`config.mk`:
```
export PLATFORM = sky130hd
export DESIGN_NAME = voice_allocator
export DESIGN_NICKNAME = d
export VERILOG_FILES = /design/src/rtl/voice_allocator.sv
export SDC_FILE = /design/constraint.sdc
export NUM_CORES = 1
export LEC_CHECK = 0
export BUFFER_PORTS_ARGS = -buffer_cell sky130_fd_sc_hd__buf_2
export CAP_MARGIN = 20
export CORE_MARGIN = 10
export CORE_UTILIZATION = 30
export CTS_CLUSTER_DIAMETER = 120
export CTS_CLUSTER_SIZE = 30
export DETAILED_ROUTE_END_ITERATION = 7
export PLACE_DENSITY = 0.56
export SYNTH_ARGS = -nofsm -noshare
export SYNTH_HDL_FRONTEND = slang
export SYNTH_SLANG_ARGS = --single-unit
```
`constraint.sdc`:
```
create_clock -name clk -period 43.5 [get_ports clk]
set_input_delay 13.05 -clock clk [delete_from_list [all_inputs] [get_ports clk]]
set_output_delay 13.05 -clock clk [all_outputs]
set_load 0.05 [all_outputs]
```
`src/rtl/voice_allocator.sv`:
```
// -----------------------------------------------------------------------------
// voice_allocator
//
// Schedules note-on / note-off events onto N_VOICES shared oscillator voices.
// Each accepted event is scanned against every voice, one voice per cycle,
// then committed. Note-on picks: retrigger (same note, ON or REL), else the
// lowest-index FREE voice, else the oldest REL voice, else the oldest ON voice.
// Note-off moves the lowest-index ON voice with a matching note into REL.
// REL voices stay enabled for RELEASE_TICKS sample ticks, then become FREE.
//
// Ports
//   clk              system clock
//   rst              asynchronous reset, active high
//   sample_tick      1-cycle strobe per sample_clk rising edge (clk domain)
//   ev_valid         event present
//   ev_ready         allocator can accept an event
//   ev_note_on       1 = note-on, 0 = note-off
//   ev_note          note-id tag (only used to match note-off to note-on)
//   ev_freq          frequency for note-on
//   ev_velocity      velocity for note-on
//   panic            level; forces every voice FREE and drops in-flight event
//   voice_enable     per-voice oscillator enable (voice not FREE)
//   voice_env_reset  per-voice envelope reset, held until a sample tick passes
//   voice_freq       packed, voice i at [i*FREQ_W +: FREQ_W]
//   voice_velocity   packed, voice i at [i*VEL_W +: VEL_W]
//   voices_busy      registered count of voices not FREE
// -----------------------------------------------------------------------------
module voice_allocator #(
  parameter int N_VOICES      = 4,
  parameter int FREQ_W        = 32,
  parameter int VEL_W         = 24,
  parameter int NOTE_W        = 7,
  parameter int RELEASE_TICKS = 4800
) (
  input  logic                          clk,
  input  logic                          rst,
  input  logic                          sample_tick,
  input  logic                          ev_valid,
  output logic                          ev_ready,
  input  logic                          ev_note_on,
  input  logic [NOTE_W-1:0]             ev_note,
  input  logic [FREQ_W-1:0]             ev_freq,
  input  logic [VEL_W-1:0]              ev_velocity,
  input  logic                          panic,
  output logic [N_VOICES-1:0]           voice_enable,
  output logic [N_VOICES-1:0]           voice_env_reset,
  output logic [N_VOICES*FREQ_W-1:0]    voice_freq,
  output logic [N_VOICES*VEL_W-1:0]     voice_velocity,
  output logic [$clog2(N_VOICES+1)-1:0] voices_busy
);

  localparam int IDX_W = (N_VOICES > 1) ? $clog2(N_VOICES) : 1;
  localparam int CNT_W = $clog2(N_VOICES + 1);
  localparam int REL_W = $clog2(RELEASE_TICKS + 1);
  localparam int AGE_W = 16;

  typedef enum logic [1:0] {V_FREE, V_ON, V_REL} voice_state_t;
  typedef enum logic [1:0] {S_IDLE, S_SCAN, S_COMMIT} fsm_state_t;
  // Candidate classes in priority order; a lower value wins. C_NONE = not eligible.
  typedef enum logic [2:0] {C_NONE, C_RETRIG, C_FREE, C_REL, C_ON} cand_class_t;

  // Per-voice state
  voice_state_t      v_state [N_VOICES];
  logic [NOTE_W-1:0] v_note  [N_VOICES];
  logic [FREQ_W-1:0] v_freq  [N_VOICES];
  logic [VEL_W-1:0]  v_vel   [N_VOICES];
  logic [AGE_W-1:0]  v_age   [N_VOICES];
  logic [REL_W-1:0]  v_rel   [N_VOICES];

  // Sequencer state and latched event
  fsm_state_t        fsm;
  logic              ready_q;
  logic [IDX_W-1:0]  scan_idx;
  logic [IDX_W-1:0]  best_idx;
  cand_class_t       best_class;
  logic [AGE_W-1:0]  best_age;
  logic              ev_on_q;
  logic [NOTE_W-1:0] ev_note_q;
  logic [FREQ_W-1:0] ev_freq_q;
  logic [VEL_W-1:0]  ev_vel_q;

  cand_class_t       cand_class;
  logic              cand_better;
  logic [CNT_W-1:0]  busy_next;

  // ready_q tracks "back in IDLE with panic low at the last edge"; the live
  // panic/rst terms drop ready immediately without waiting for an edge.
  assign ev_ready = ready_q && !panic && !rst;

  // Classify the voice in the current scan slot and compare with the best so far.
  // NOTE: every signal written in an always_comb gets a default at the top so no
  // path leaves it unassigned, which would otherwise infer a latch.
  always_comb begin
    cand_class  = C_NONE;
    cand_better = 1'b0;
    if (ev_on_q) begin
      if (v_state[scan_idx] != V_FREE && v_note[scan_idx] == ev_note_q) cand_class = C_RETRIG;
      else if (v_state[scan_idx] == V_FREE)                             cand_class = C_FREE;
      else if (v_state[scan_idx] == V_REL)                              cand_class = C_REL;
      else                                                              cand_class = C_ON;
    end else if (v_state[scan_idx] == V_ON && v_note[scan_idx] == ev_note_q) begin
      cand_class = C_RETRIG;
    end
    // Equal classes keep the earlier (lower) index, except the steal classes
    // which prefer a strictly older voice.
    if (cand_class != C_NONE) begin
      if (best_class == C_NONE || cand_class < best_class)
        cand_better = 1'b1;
      else if (cand_class == best_class && (cand_class == C_REL || cand_class == C_ON) &&
               v_age[scan_idx] > best_age)
        cand_better = 1'b1;
    end
  end

  always_comb begin
    busy_next = '0;
    for (int i = 0; i < N_VOICES; i++)
      if (v_state[i] != V_FREE) busy_next = busy_next + CNT_W'(1);
  end

  always_comb begin
    for (int i = 0; i < N_VOICES; i++) begin
      voice_enable[i]                     = (v_state[i] != V_FREE);
      voice_freq[i*FREQ_W +: FREQ_W]      = v_freq[i];
      voice_velocity[i*VEL_W +: VEL_W]    = v_vel[i];
    end
  end

  // NOTE: the per-voice arrays are small register files, not RAM, so they are
  // reset explicitly; the outputs read them directly and must be 0 after reset.
  always_ff @(posedge clk or posedge rst) begin
    if (rst) begin
      fsm             <= S_IDLE;
      ready_q         <= 1'b1;
      scan_idx        <= '0;
      best_idx        <= '0;
      best_class      <= C_NONE;
      best_age        <= '0;
      ev_on_q         <= 1'b0;
      ev_note_q       <= '0;
      ev_freq_q       <= '0;
      ev_vel_q        <= '0;
      voices_busy     <= '0;
      voice_env_reset <= '0;
      for (int i = 0; i < N_VOICES; i++) begin
        v_state[i] <= V_FREE;
        v_note[i]  <= '0;
        v_freq[i]  <= '0;
        v_vel[i]   <= '0;
        v_age[i]   <= '0;
        v_rel[i]   <= '0;
      end
    end else begin
      voices_busy <= busy_next;

      if (panic) begin
        fsm             <= S_IDLE;
        ready_q         <= 1'b0;
        scan_idx        <= '0;
        best_class      <= C_NONE;
        voice_env_reset <= '0;
        for (int i = 0; i < N_VOICES; i++) begin
          v_state[i] <= V_FREE;
          v_rel[i]   <= '0;
        end
      end else begin
        // Sample-tick housekeeping runs in every FSM state.
        // NOTE: non-blocking assignments only; a later assignment to the same
        // register in this block (the commit below) deliberately overrides these.
        for (int i = 0; i < N_VOICES; i++) begin
          if (sample_tick && v_state[i] != V_FREE && v_age[i] != '1)
            v_age[i] <= v_age[i] + AGE_W'(1);
          if (v_state[i] == V_REL) begin
            if (v_rel[i] == '0)    v_state[i] <= V_FREE;
            else if (sample_tick)  v_rel[i]   <= v_rel[i] - REL_W'(1);
          end
          if (sample_tick) voice_env_reset[i] <= 1'b0;
        end

        case (fsm)
          S_IDLE: begin
            ready_q <= 1'b1;
            if (ev_valid && ready_q) begin
              ev_on_q    <= ev_note_on;
              ev_note_q  <= ev_note;
              ev_freq_q  <= ev_freq;
              ev_vel_q   <= ev_velocity;
              scan_idx   <= '0;
              best_class <= C_NONE;
              ready_q    <= 1'b0;
              fsm        <= S_SCAN;
            end
          end

          S_SCAN: begin
            if (cand_better) begin
              best_class <= cand_class;
              best_idx   <= scan_idx;
              best_age   <= v_age[scan_idx];
            end
            if (scan_idx == IDX_W'(N_VOICES - 1)) fsm      <= S_COMMIT;
            else                                  scan_idx <= scan_idx + IDX_W'(1);
          end

          S_COMMIT: begin
            if (best_class != C_NONE) begin
              if (ev_on_q) begin
                v_state[best_idx]         <= V_ON;
                v_note[best_idx]          <= ev_note_q;
                v_freq[best_idx]          <= ev_freq_q;
                v_vel[best_idx]           <= ev_vel_q;
                v_age[best_idx]           <= '0;
                v_rel[best_idx]           <= '0;
                voice_env_reset[best_idx] <= 1'b1;
              end else begin
                v_state[best_idx] <= V_REL;
                v_rel[best_idx]   <= REL_W'(RELEASE_TICKS);
              end
            end
            ready_q <= 1'b1;
            fsm     <= S_IDLE;
          end

          default: fsm <= S_IDLE;
        endcase
      end
    end
  end

endmodule
```
==> results.tsv <==
stage	metric	value	unit
timing	fin_crit_sh	61.5	%
die	dieArea	79700	sq um
die	core.rowCount	96	
place	hpwl	39800	um
cts	cts_root_buf	clkbuf_16	
timing	rsz0062_at_grt	false	
job	drv_cap	0	
timing	tns	0	ns
setup_path	endpoint_kind	output pin	
timing	fin_crit	26.74	ns
die	ios	305	
timing	slew_violations	0	
timing	hold_violations	0	
yosys	async_flop_share	100	%
die	core	68300	sq um
cells_and_area	instances_no_fill	3130	
setup_path	slowest_delay	0.29	ns
setup_path	slowest_stage	buf_2	
cts	cts_max_path_buffers	3	
setup_path	crit_chain	buf_2 > nor3b_1 > buf_2	
yosys	syn_area_per_cell	10.5	sq um
route	viasPerCell	4.77	
die	die_y	282	um
cts	post_cts_buffers	0	
global_route	grt_usage	14.3	%
timing	setup_viol	0	
yosys	ys.flop_type	dfrtp_1	
route	wl_per_cell	18.6	um
cts	cts_tree	yes	
cts	cts_sinks	473	
yosys	yosysSeqAreaShare	57.4	%
timing	clock_skew	0.0484	ns
yosys	synth_edf_count	0	
timing	timing.fmax	37.4	MHz
cts	clk_latency	0.57	ns
global_route	groute.layer.met2.usage	24.7	%
cells_and_area	drive_gt1_share	23.7	%
setup_path	path_class	input pin to output pin	
route	drc	0	
yosys	syn_inst	1964	
cts	clk_pin_slew_worst_paths	0.11	ns
power	total_power	0.788	mW
cells_and_area	fin_nets	2337	
global_route	met3_usage	4.49	%
cts	hold_buffers	0	
timing	hold_slack	0.480	ns
yosys	yosysUniqueCellTypes	57	
power	leakage	12.6	nW
yosys	synth-seq-cells	473	
power	p_per_area	33.1	nW/um^2
setup_path	start_kind	input pin	
die	fp.dieW	282	um
setup_path	crit_top_cell	buf_2	
global_route	grt_pass1_vias	15500	
global_route	use_met1	17.5	%
place	port_buffers	304	
global_route	grt_pass1_wl	91200	um
setup_path	cp.required	30.45	ns
cells_and_area	synthToLayoutAreaGrowth	15.6	%
route	num_vias	14900	
route	routed_wl	58200	um
global_route	antenna_found_initial	12	
global_route	grt_max_degree	94	
cts	cts_buffers	20	
timing	worstMarginPinSlew	1.05	ns
die	start_util	30.2	%
setup_path	cp_max_fo	2	
global_route	grt_overflow	0	
yosys	synthesis.nets	2064	
route	drt_iter0_markers	953	
place	gp_congestion	0.826	
route	postRouteAntennaNets	0	
place	post-place-ws	16.73	ns
worst_hold_path	hp-class	flop to flop	
place	dp.cells	3090	
yosys	ys_warn_count	0	
route	drt-pass1-iter-count	5	
yosys	syn_area	20600	sq um
power	ir_worst_vdd	0.0203	mV
setup_path	arrival	13.69	ns
cts	htree_num_levels	1	
timing	max_slew_margin	29.3	%
timing	layout_setup_ws	16.76	ns
status	status	finished clean	
global_route	grt_busiest_layer	met2	
cts	ctsResizeCount	0	
-- per-layer routing --
metal / part of all wire [%] / up-vias
met1: 42 / 7499
met2: 49 / 345
li1: - / 6988
met4: 1.7 / 20
met5: 0.21 / -
met3: 7.2 / 77
-- synthesized netlist by cell type, types with 17 or more instances --
master | count | area (sq um)
xnor2_1 | 46 | 403
o21ai_0 | 19 | 95.1
nor4_1 | 17 | 106
xor2_1 | 60 | 526
inv_1 | 48 | 180
mux2_2 | 137 | 1540
ha_1 | 31 | 388
nand4_1 | 21 | 131
nor3_1 | 21 | 105
a21oi_1 | 40 | 200
dfrtp_1 | 472 | 11800
nor2_1 | 146 | 548
clkbuf_1 | 68 | 255
nand2_1 | 640 | 2400
nand3_1 | 38 | 190
-- registers in the layout (all words and copies together), names as in the netlist, 3 cells and up --
name	flops
voice_freq	128
voice_velocity	96
v_age	64
v_rel	52
ev_freq_q	32
v_note	28
ev_vel_q	24
best_age	16
v_state	8
ev_note_q	7
voice_env_reset	4
best_class	3
voices_busy	3
-- per-stage QoR --
stage	cell area (sq um)	utilization, %
floorplan	20600	-
global placement	23100	33.8
finish	23800	34.9
detailed placement	23100	33.8
global route	23800	34.9
CTS	23700	34.7
-- worst max-delay path, delay by kind of cell --
| family | cells | cell delay (ns) |
|---|---|---|
| simple gates | 1 | 0.19 |
| buf+inv | 2 | 0.45 |
-- placed cells by master (no fill, tap or decap), types with 8 or more instances in the layout --
cell | netlist | final
or4_1 | 10 | 10
nor2_1 | 146 | 142
nand3_1 | 38 | 38
xor2_1 | 60 | 60
inv_1 | 48 | 47
xnor2_1 | 46 | 46
or3_1 | 8 | 8
nor3_1 | 21 | 21
and4_1 | 9 | 9
and3_1 | 9 | 9
mux2_4 | 9 | 9
buf_2 | 0 | 304
mux4_2 | 9 | 9
mux4_1 | 16 | 16
nand2_1 | 640 | 637
clkbuf_16 | 0 | 21
a21oi_1 | 40 | 40
dfrtp_1 | 472 | 472
nand2b_1 | 10 | 10
o21ai_0 | 19 | 19
nor4_1 | 17 | 16
nand4_1 | 21 | 21
buf_4 | 1 | 22
mux2_2 | 137 | 137
ha_1 | 31 | 31
-- where the power goes --
part	internal, mW	total (mW)	switching (mW)
logic	0.0307	0.0603	0.0297
registers	0.461	0.492	0.0311
clock network	0.0938	0.236	0.142
-- cell families (layout without fill, tap and decap cells) --
logic type / after synthesis / count (layout) / synth area share, %
AO/OA/AOI/OAI: 92 / 92 / 2.74
XOR/XNOR: 107 / 107 / 4.58
adder cells (fa/ha/maj): 31 / 31 / 1.88
buffers and inverters: 130 / 412 / 2.67
flip-flops: 473 / 473 / 57.4
multiplexers: 171 / 171 / 11.2
other: 0 / 2 / 0
AND/OR/NAND/NOR: 960 / 960 / 19.6
-- final timing paths --
path | from | end | slack (ns) | depth (start not counted)
setup / recovery | panic | ev_ready | 16.76 | 3
hold / removal | voice_freq[14] | voice_freq[14] | 0.48 | 2
setup reg to reg | scan_idx[0] | best_age[15] | 38.54 | 14
hold reg to reg | voice_freq[14] | voice_freq[14] | 0.48 | 2
max in group asynchronous | rst | voice_freq[89] | 28.86 | 5
min in group asynchronous | rst | voice_velocity[77] | 12.57 | 2
-- layout make-up --
type	instances	area, sq um
fillers	6885	44500
flip-flops and latches	473	11800
multi-input cells	1361	8280
repair buffers	333	1820
well taps	882	1100
clock buffers	29	566
inverters	48	188
clock inverters	2	41.3
diodes	2	5.00
No activity file was read; power rests on OpenSTA's default activity.
